## src/rtl/ps2_pkg.sv

```systemverilog
// Shared types and constants for the PS/2 host transmitter and its line synchroniser.
package ps2_pkg;

  typedef enum logic [2:0] {
    ST_IDLE,
    ST_INHIBIT,
    ST_RTS,
    ST_SHIFT,
    ST_WAIT_IDLE,
    ST_DONE,
    ST_ERR
  } ps2_state_e;

  localparam logic [1:0] PS2_ERR_NONE  = 2'b00;
  localparam logic [1:0] PS2_ERR_START = 2'b01;
  localparam logic [1:0] PS2_ERR_NACK  = 2'b10;
  localparam logic [1:0] PS2_ERR_FRAME = 2'b11;

  function automatic logic odd_parity(input logic [7:0] d);
    return ~^d;
  endfunction

endpackage

```

## src/rtl/ps2_host_tx_if.sv

```systemverilog
// Byte-request handshake and status bundle between a command source and ps2_host_tx.
interface ps2_host_tx_if;
  logic       tx_valid;
  logic [7:0] tx_data;
  logic       tx_ready;
  logic       busy;
  logic       done;
  logic       err;
  logic [1:0] err_code;

  modport master (
    output tx_valid, tx_data,
    input  tx_ready, busy, done, err, err_code
  );

  modport slave (
    input  tx_valid, tx_data,
    output tx_ready, busy, done, err, err_code
  );
endinterface

```

## src/rtl/ps2_line_sync.sv

```systemverilog
// 2-flop synchroniser for one PS/2 pin with falling-edge pulse.
// Optional stability filter enabled by PS2_HOST_TX_GLITCH_FILTER_EN.
module ps2_line_sync (
  input  logic clk,
  input  logic rst,
  input  logic pin_in,
  output logic level,
  output logic fall
);

  logic sync1_q, sync1_d;
  logic sync2_q, sync2_d;
  logic prev_q, prev_d;
  logic filt_level;

`ifdef PS2_HOST_TX_GLITCH_FILTER_EN
  logic       flt_q, flt_d;
  logic [1:0] stab_q, stab_d;

  // A new level is taken only on the 4th consecutive differing sample.
  always_comb begin
    flt_d  = flt_q;
    stab_d = '0;
    if (sync2_q != flt_q) begin
      if (stab_q == 2'd3) begin
        flt_d = sync2_q;
      end else begin
        stab_d = stab_q + 2'd1;
      end
    end
  end

  always_ff @(posedge clk) begin
    if (rst) begin
      flt_q  <= 1'b1;
      stab_q <= '0;
    end else begin
      flt_q  <= flt_d;
      stab_q <= stab_d;
    end
  end

  assign filt_level = flt_q;
`else
  assign filt_level = sync2_q;
`endif

  always_comb begin
    sync1_d = pin_in;
    sync2_d = sync1_q;
    prev_d  = filt_level;
  end

  always_ff @(posedge clk) begin
    if (rst) begin
      sync1_q <= 1'b1;
      sync2_q <= 1'b1;
      prev_q  <= 1'b1;
    end else begin
      sync1_q <= sync1_d;
      sync2_q <= sync2_d;
      prev_q  <= prev_d;
    end
  end

  assign level = filt_level;
  assign fall  = prev_q & ~filt_level;

endmodule

```

## src/rtl/ps2_host_tx.sv

```systemverilog
// PS/2 host-to-device byte transmitter: inhibit, request-to-send, shift, ACK check.
// Clock-line glitch filtering is enabled by defining PS2_HOST_TX_GLITCH_FILTER_EN.
module ps2_host_tx
  import ps2_pkg::*;
#(
  parameter int CLK_HZ           = 25000000,
  parameter int INHIBIT_US       = 100,
  parameter int START_TIMEOUT_US = 15000,
  parameter int FRAME_TIMEOUT_US = 2000
) (
  input  logic         clk25,
  input  logic         rst,
  ps2_host_tx_if.slave tx_if,
  input  logic         ps2_clk_in,
  input  logic         ps2_dat_in,
  output logic         ps2_clk_oe,
  output logic         ps2_dat_oe
);

  localparam int CYC_PER_US  = CLK_HZ / 1000000;
  localparam int INHIBIT_CYC = CYC_PER_US * INHIBIT_US;
  localparam int START_CYC   = CYC_PER_US * START_TIMEOUT_US;
  localparam int FRAME_CYC   = CYC_PER_US * FRAME_TIMEOUT_US;
  localparam int MAX_CYC     = (START_CYC > FRAME_CYC) ? START_CYC : FRAME_CYC;
  localparam int CW          = $clog2(MAX_CYC + 1);

  logic clk_level, clk_fall, dat_level, dat_fall_unused;

  ps2_line_sync u_clk_sync (
    .clk    (clk25),
    .rst    (rst),
    .pin_in (ps2_clk_in),
    .level  (clk_level),
    .fall   (clk_fall)
  );

  ps2_line_sync u_dat_sync (
    .clk    (clk25),
    .rst    (rst),
    .pin_in (ps2_dat_in),
    .level  (dat_level),
    .fall   (dat_fall_unused)
  );

  ps2_state_e    state_q, state_d;
  logic [CW-1:0] cnt_q, cnt_d;
  logic [3:0]    edge_cnt_q, edge_cnt_d;
  logic [7:0]    data_q, data_d;
  logic          par_q, par_d;
  logic          clk_oe_q, clk_oe_d;
  logic          dat_oe_q, dat_oe_d;
  logic [1:0]    err_code_q, err_code_d;

  // cnt_q is shared: inhibit length, RTS wait, then the frame timer from edge 1.
  always_comb begin
    state_d    = state_q;
    cnt_d      = cnt_q + CW'(1);
    edge_cnt_d = edge_cnt_q;
    data_d     = data_q;
    par_d      = par_q;
    clk_oe_d   = clk_oe_q;
    dat_oe_d   = dat_oe_q;
    err_code_d = err_code_q;

    case (state_q)
      ST_IDLE: begin
        cnt_d = '0;
        if (tx_if.tx_valid) begin
          data_d     = tx_if.tx_data;
          par_d      = odd_parity(tx_if.tx_data);
          clk_oe_d   = 1'b1;
          err_code_d = PS2_ERR_NONE;
          state_d    = ST_INHIBIT;
        end
      end
      ST_INHIBIT: begin
        if (cnt_q == CW'(INHIBIT_CYC - 1)) begin
          clk_oe_d = 1'b0;
          dat_oe_d = 1'b1;
          cnt_d    = '0;
          state_d  = ST_RTS;
        end
      end
      ST_RTS: begin
        if (clk_fall) begin
          edge_cnt_d = 4'd1;
          cnt_d      = '0;
          dat_oe_d   = ~data_q[0];
          state_d    = ST_SHIFT;
        end else if (cnt_q == CW'(START_CYC - 1)) begin
          clk_oe_d   = 1'b0;
          dat_oe_d   = 1'b0;
          err_code_d = PS2_ERR_START;
          state_d    = ST_ERR;
        end
      end
      ST_SHIFT: begin
        if (cnt_q == CW'(FRAME_CYC - 1)) begin
          clk_oe_d   = 1'b0;
          dat_oe_d   = 1'b0;
          err_code_d = PS2_ERR_FRAME;
          state_d    = ST_ERR;
        end else if (clk_fall) begin
          edge_cnt_d = edge_cnt_q + 4'd1;
          case (edge_cnt_q)
            4'd1, 4'd2, 4'd3, 4'd4, 4'd5, 4'd6, 4'd7:
              dat_oe_d = ~data_q[edge_cnt_q[2:0]];
            4'd8:    dat_oe_d = ~par_q;
            4'd9:    dat_oe_d = 1'b0;
            4'd10: begin
              if (dat_level) begin
                clk_oe_d   = 1'b0;
                dat_oe_d   = 1'b0;
                err_code_d = PS2_ERR_NACK;
                state_d    = ST_ERR;
              end else begin
                state_d = ST_WAIT_IDLE;
              end
            end
            default: dat_oe_d = 1'b0;
          endcase
        end
      end
      ST_WAIT_IDLE: begin
        if (cnt_q == CW'(FRAME_CYC - 1)) begin
          clk_oe_d   = 1'b0;
          dat_oe_d   = 1'b0;
          err_code_d = PS2_ERR_FRAME;
          state_d    = ST_ERR;
        end else if (clk_level && dat_level) begin
          state_d = ST_DONE;
        end
      end
      ST_DONE: begin
        cnt_d   = '0;
        state_d = ST_IDLE;
      end
      ST_ERR: begin
        cnt_d   = '0;
        state_d = ST_IDLE;
      end
      default: begin
        cnt_d    = '0;
        clk_oe_d = 1'b0;
        dat_oe_d = 1'b0;
        state_d  = ST_IDLE;
      end
    endcase
  end

  always_ff @(posedge clk25) begin
    if (rst) begin
      state_q    <= ST_IDLE;
      cnt_q      <= '0;
      edge_cnt_q <= '0;
      data_q     <= '0;
      par_q      <= 1'b0;
      clk_oe_q   <= 1'b0;
      dat_oe_q   <= 1'b0;
      err_code_q <= PS2_ERR_NONE;
    end else begin
      state_q    <= state_d;
      cnt_q      <= cnt_d;
      edge_cnt_q <= edge_cnt_d;
      data_q     <= data_d;
      par_q      <= par_d;
      clk_oe_q   <= clk_oe_d;
      dat_oe_q   <= dat_oe_d;
      err_code_q <= err_code_d;
    end
  end

  assign tx_if.tx_ready = (state_q == ST_IDLE);
  assign tx_if.busy     = (state_q != ST_IDLE);
  assign tx_if.done     = (state_q == ST_DONE);
  assign tx_if.err      = (state_q == ST_ERR);
  assign tx_if.err_code = err_code_q;
  assign ps2_clk_oe     = clk_oe_q;
  assign ps2_dat_oe     = dat_oe_q;

endmodule

```

## src/flat_wrapper.sv

```systemverilog
// flat-port wrapper written by rule: the top's interface ports become plain ports
module ps2_host_tx_flat import ps2_pkg::*;
#(
  parameter int CLK_HZ           = 25000000,
  parameter int INHIBIT_US       = 100,
  parameter int START_TIMEOUT_US = 15000,
  parameter int FRAME_TIMEOUT_US = 2000
)
  (clk25, rst, ps2_clk_in, ps2_dat_in, ps2_clk_oe, ps2_dat_oe, tx_if_tx_valid, tx_if_tx_data, tx_if_tx_ready, tx_if_busy, tx_if_done, tx_if_err, tx_if_err_code);
  ps2_host_tx_if tx_if_i ();
  input  logic clk25;
  input  logic rst;
  input  logic ps2_clk_in;
  input  logic ps2_dat_in;
  output logic ps2_clk_oe;
  output logic ps2_dat_oe;
  input wire logic [$bits(tx_if_i.tx_valid)-1:0] tx_if_tx_valid;
  input wire logic [$bits(tx_if_i.tx_data)-1:0] tx_if_tx_data;
  output wire logic [$bits(tx_if_i.tx_ready)-1:0] tx_if_tx_ready;
  output wire logic [$bits(tx_if_i.busy)-1:0] tx_if_busy;
  output wire logic [$bits(tx_if_i.done)-1:0] tx_if_done;
  output wire logic [$bits(tx_if_i.err)-1:0] tx_if_err;
  output wire logic [$bits(tx_if_i.err_code)-1:0] tx_if_err_code;
  assign tx_if_i.tx_valid = tx_if_tx_valid;
  assign tx_if_i.tx_data = tx_if_tx_data;
  assign tx_if_tx_ready = tx_if_i.tx_ready;
  assign tx_if_busy = tx_if_i.busy;
  assign tx_if_done = tx_if_i.done;
  assign tx_if_err = tx_if_i.err;
  assign tx_if_err_code = tx_if_i.err_code;
  ps2_host_tx #(.CLK_HZ(CLK_HZ), .INHIBIT_US(INHIBIT_US), .START_TIMEOUT_US(START_TIMEOUT_US), .FRAME_TIMEOUT_US(FRAME_TIMEOUT_US)) u_core (.clk25(clk25), .rst(rst), .tx_if(tx_if_i), .ps2_clk_in(ps2_clk_in), .ps2_dat_in(ps2_dat_in), .ps2_clk_oe(ps2_clk_oe), .ps2_dat_oe(ps2_dat_oe));
endmodule
```

## config.mk

```make
export PLATFORM = sky130hd
export DESIGN_NAME = ps2_host_tx_flat
export DESIGN_NICKNAME = d
export VERILOG_FILES = /design/src/rtl/ps2_pkg.sv /design/src/rtl/ps2_host_tx_if.sv /design/src/rtl/ps2_line_sync.sv /design/src/rtl/ps2_host_tx.sv /design/src/flat_wrapper.sv
export SDC_FILE = /design/constraint.sdc
export NUM_CORES = 1
export LEC_CHECK = 0
export ABC_AREA = 1
export CORE_ASPECT_RATIO = 0.6
export CORE_MARGIN = 2
export CORE_UTILIZATION = 62
export CTS_CLUSTER_DIAMETER = 30
export DETAILED_ROUTE_END_ITERATION = 8
export PLACE_DENSITY_LB_ADDON = 0.2
export SYNTH_ARGS = -nofsm -noshare
export SYNTH_HDL_FRONTEND = slang
export SYNTH_SLANG_ARGS = --single-unit
```

## constraint.sdc

```tcl
create_clock -name clk25 -period 5 [get_ports clk25]
set_input_delay 1.25 -clock clk25 [delete_from_list [all_inputs] [get_ports clk25]]
set_output_delay 1.25 -clock clk25 [all_outputs]
set_load 0.01 [all_outputs]
```

==> results.py <==
metrics = {
    "route": {
        "drtAntennaViolNets": 0,
        "drt_iter0_drc": 195,
        "wl_per_cell_um": 13.03,
        "remaining_drc_errors": 0,
        "drt_first_pass_iters": 6,
        "vias": 2399,
        "viasPerCell": 5.355,
        "wl_um": 5838,
    },
    "logic_synthesis": {
        "ys_top_cells_by_count": "nand2_1 (72), nor2_1 (55), inv_1 (45)",
        "synth_edf_count": 0,
        "synth-async-reset-ratio_pct": 0,
        "ys_types": 36,
        "synth-seq-cells": 44,
        "synthTopCellsByArea": "dfxtp_1 (34%), nand2_1 (11%), nor2_1 (8.1%)",
        "netlist_instances": 375,
        "synth.avg_cell_area_um2": 6.820,
        "synth_top_cell_by_area": "dfxtp_1",
        "ys_seq_area_share_pct": 34.44,
        "netlist.area_leader.share_pct": 34.44,
        "syn_area_mm2": 0.002557,
        "synth.most_common_cell": "nand2_1",
        "synth_nets": 393,
        "synthFlopType": "dfxtp_1",
        "ys_warn_count": 0,
    },
    "setup_path": {
        "crit_family": "buffers and inverters",
        "worstPathCellList": "inv_2 -> nand2_2 -> inv_1 -> clkdlybuf4s50_1",
        "worst_path_max_delay_cell": "clkdlybuf4s50_1",
        "endpoint_kind": "output port",
        "cp_max_fo": 7,
        "critPathBufInv": 3,
        "worstPathArrival_ps": 1690,
        "timing.critical_path.required_ps": 3750,
        "cp_slowest_stage_delay_ps": 560,
        "start_kind": "flop",
        "critical_path_class": "flop to output port",
    },
    "timing": {
        "post-route-period-util_pct": 58.83,
        "fin_crit_ps": 2941,
        "tightest_slew_ps": 494.8,
        "hold_violations": 0,
        "maxSlewViolCount": 0,
        "setup_viol": 0,
        "rsz0062_at_grt": "no",
        "finalClockSkew_ps": 3.186,
        "final.setup.tns_ps": 0,
        "relSlewSlack_pct": 66.94,
        "holdWs_ps": 413.3,
        "fmax_ghz": 0.3400,
    },
    "power": {
        "p_leak_uw": 0.001184,
        "ir_drop_v": 0.0003098,
        "power_density_mw_per_mm2": 407.3,
        "power_uw": 1172,
    },
    "placed_design": {
        "hpwl_um": 4476,
        "port-buffer-count": 20,
        "gp_congestion": 0.9646,
    },
    "cells_and_area": {
        "layout.nets": 416,
        "antennaDiodeCount": 0,
        "drive_gt1_share_pct": 11.81,
        "area_delta_synth_final_pct": 12.52,
    },
    "cts": {
        "clock_path_buffers": 2,
        "cts_made_buffers": 5,
        "cts_tree": "built",
        "postCtsSetupRepairBufs": 0,
        "path_clk_slew_ps": 80,
        "clockRootBuffer": "clkbuf_8",
        "clock_sinks": 44,
        "cts-htree-levels": 2,
        "ctsHoldBuffers": 0,
        "clock_latency_ps": 300,
        "ctsResizeCount": 0,
    },
    "status": {
        "outcome": "completed",
    },
    "floorplan": {
        "core_area_mm2": 0.004031,
        "rows": 18,
        "die_w_um": 86.92,
        "start_util_pct": 63.44,
        "die_y_um": 53.75,
        "die_area_mm2": 0.004672,
        "num_io_pins": 21,
    },
    "worst_hold_path": {
        "hold_path.class": "flop to flop",
    },
    "global_routing": {
        "grtUsageTotal_pct": 26.23,
        "grt_pass1_wl_um": 9390,
        "antenna_found_initial": 0,
        "grt_pass1_vias": 2014,
        "overflow": 0,
        "grt_max_degree": 19,
    },
    "flow_run": {
        "cap_violations": 0,
    },
}
==> final cells by class <==
class | instances | area (µm²)
fill | 346 | 1154
tap | 50 | 62.56
clock inverter | 1 | 5.005
sequential | 44 | 880.8
multi-input combinational | 272 | 1450
clock buffer | 6 | 72.57
inverter | 55 | 206.4
timing repair buffer | 20 | 200.2
==> where the power goes <==
group	switching (µW)	internal (µW)
Clock	115	95.1
Sequential	35.6	403
Combinational	326	197
Total	477	696
==> through the flow <==
| step | setup slack (ps) | cells | cell area (µm²) | util [%] |
|---|---|---|---|---|
| finish | 2059 | 448 | 2878 | 71.38 |
| global route | 1985 | 448 | 2878 | 71.38 |
| CTS | 2089 | 448 | 2878 | 71.38 |
| detailed placement | 2188 | 441 | 2800 | 69.46 |
| global placement | 2233 | 441 | 2800 | 69.46 |
| floorplan | 2965 | 375 | 2557 | - |
==> path summary, 6_finish.rpt <==
check	depth (start not counted)	slack, ps	end	startpoint
worst max-delay path	4	2060	tx_if_tx_ready	u_core.state_q[2]
worst min-delay path	1	410	u_core.u_dat_sync.level	u_core.u_dat_sync.sync1_q
worst max register to register	10	3070	u_core.cnt_q[18]	u_core.cnt_q[0]
worst min register to register	1	410	u_core.u_dat_sync.level	u_core.u_dat_sync.sync1_q
==> logic make-up (layout without fill, tap and decap cells) <==
logic type / Yosys count / in the layout / share of synthesized area, %
buf+inv: 59 / 82 / 8.855
flops: 44 / 44 / 34.44
fa+ha+maj: 5 / 5 / 2.446
xor+xnor: 16 / 16 / 5.480
compound gates: 40 / 40 / 9.052
simple gates: 211 / 211 / 39.73
==> worst register-to-register path: cells and delay by family, from the launching register on <==
family,cells,cell delay [ps]
simple gates,7,900
flops,1,380
fa+ha+maj,1,290
buf+inv,1,140
compound gates,1,100
==> state kept, by name, summed over array words and instances, names as in the netlist <==
signal / flops
u_core.cnt_q: 19
u_core.data_q: 8
u_core.edge_cnt_q: 4
u_core.par_q: 1
u_core.ps2_clk_oe: 1
u_core.ps2_dat_oe: 1
u_core.state_q: 3
u_core.tx_if.err_code: 2
u_core.u_clk_sync.level: 1
u_core.u_clk_sync.prev_q: 1
u_core.u_clk_sync.sync1_q: 1
u_core.u_dat_sync.level: 1
u_core.u_dat_sync.sync1_q: 1
==> cell usage in the layout (no fill, tap or decap), types with 3 or more instances in the layout <==
master           netlist  final
a21oi_1               16     16
a31oi_1                3      3
clkbuf_8               0      5
clkdlybuf4s50_1        0     20
dfxtp_1               44     44
ha_1                   5      5
inv_1                 45     45
inv_2                  9      9
nand2_1               72     72
nand2_2                6      6
nand3_1               29     29
nand3_2                3      3
nand4_1                5      5
nor2_1                55     55
nor2_2                 8      8
nor2_4                 4      4
nor3_1                12     12
nor3b_1                4      4
o21ai_0               13     13
or2_2                  5      5
xnor2_1                7      7
xor2_1                 9      9
==> metal layers <==
| metal | up-vias | share of wire (%) | GRT usage [%] |
|---|---|---|---|
| met1 | 1059 | 54 | 40.73 |
| li1 | 1244 | - | - |
| met4 | 0 | 1.1 | 5.990 |
| met2 | 87 | 36 | 33.84 |
| met5 | - | 0 | 0 |
| met3 | 9 | 9.1 | 8.742 |
Power figures use the tool's default switching activity.
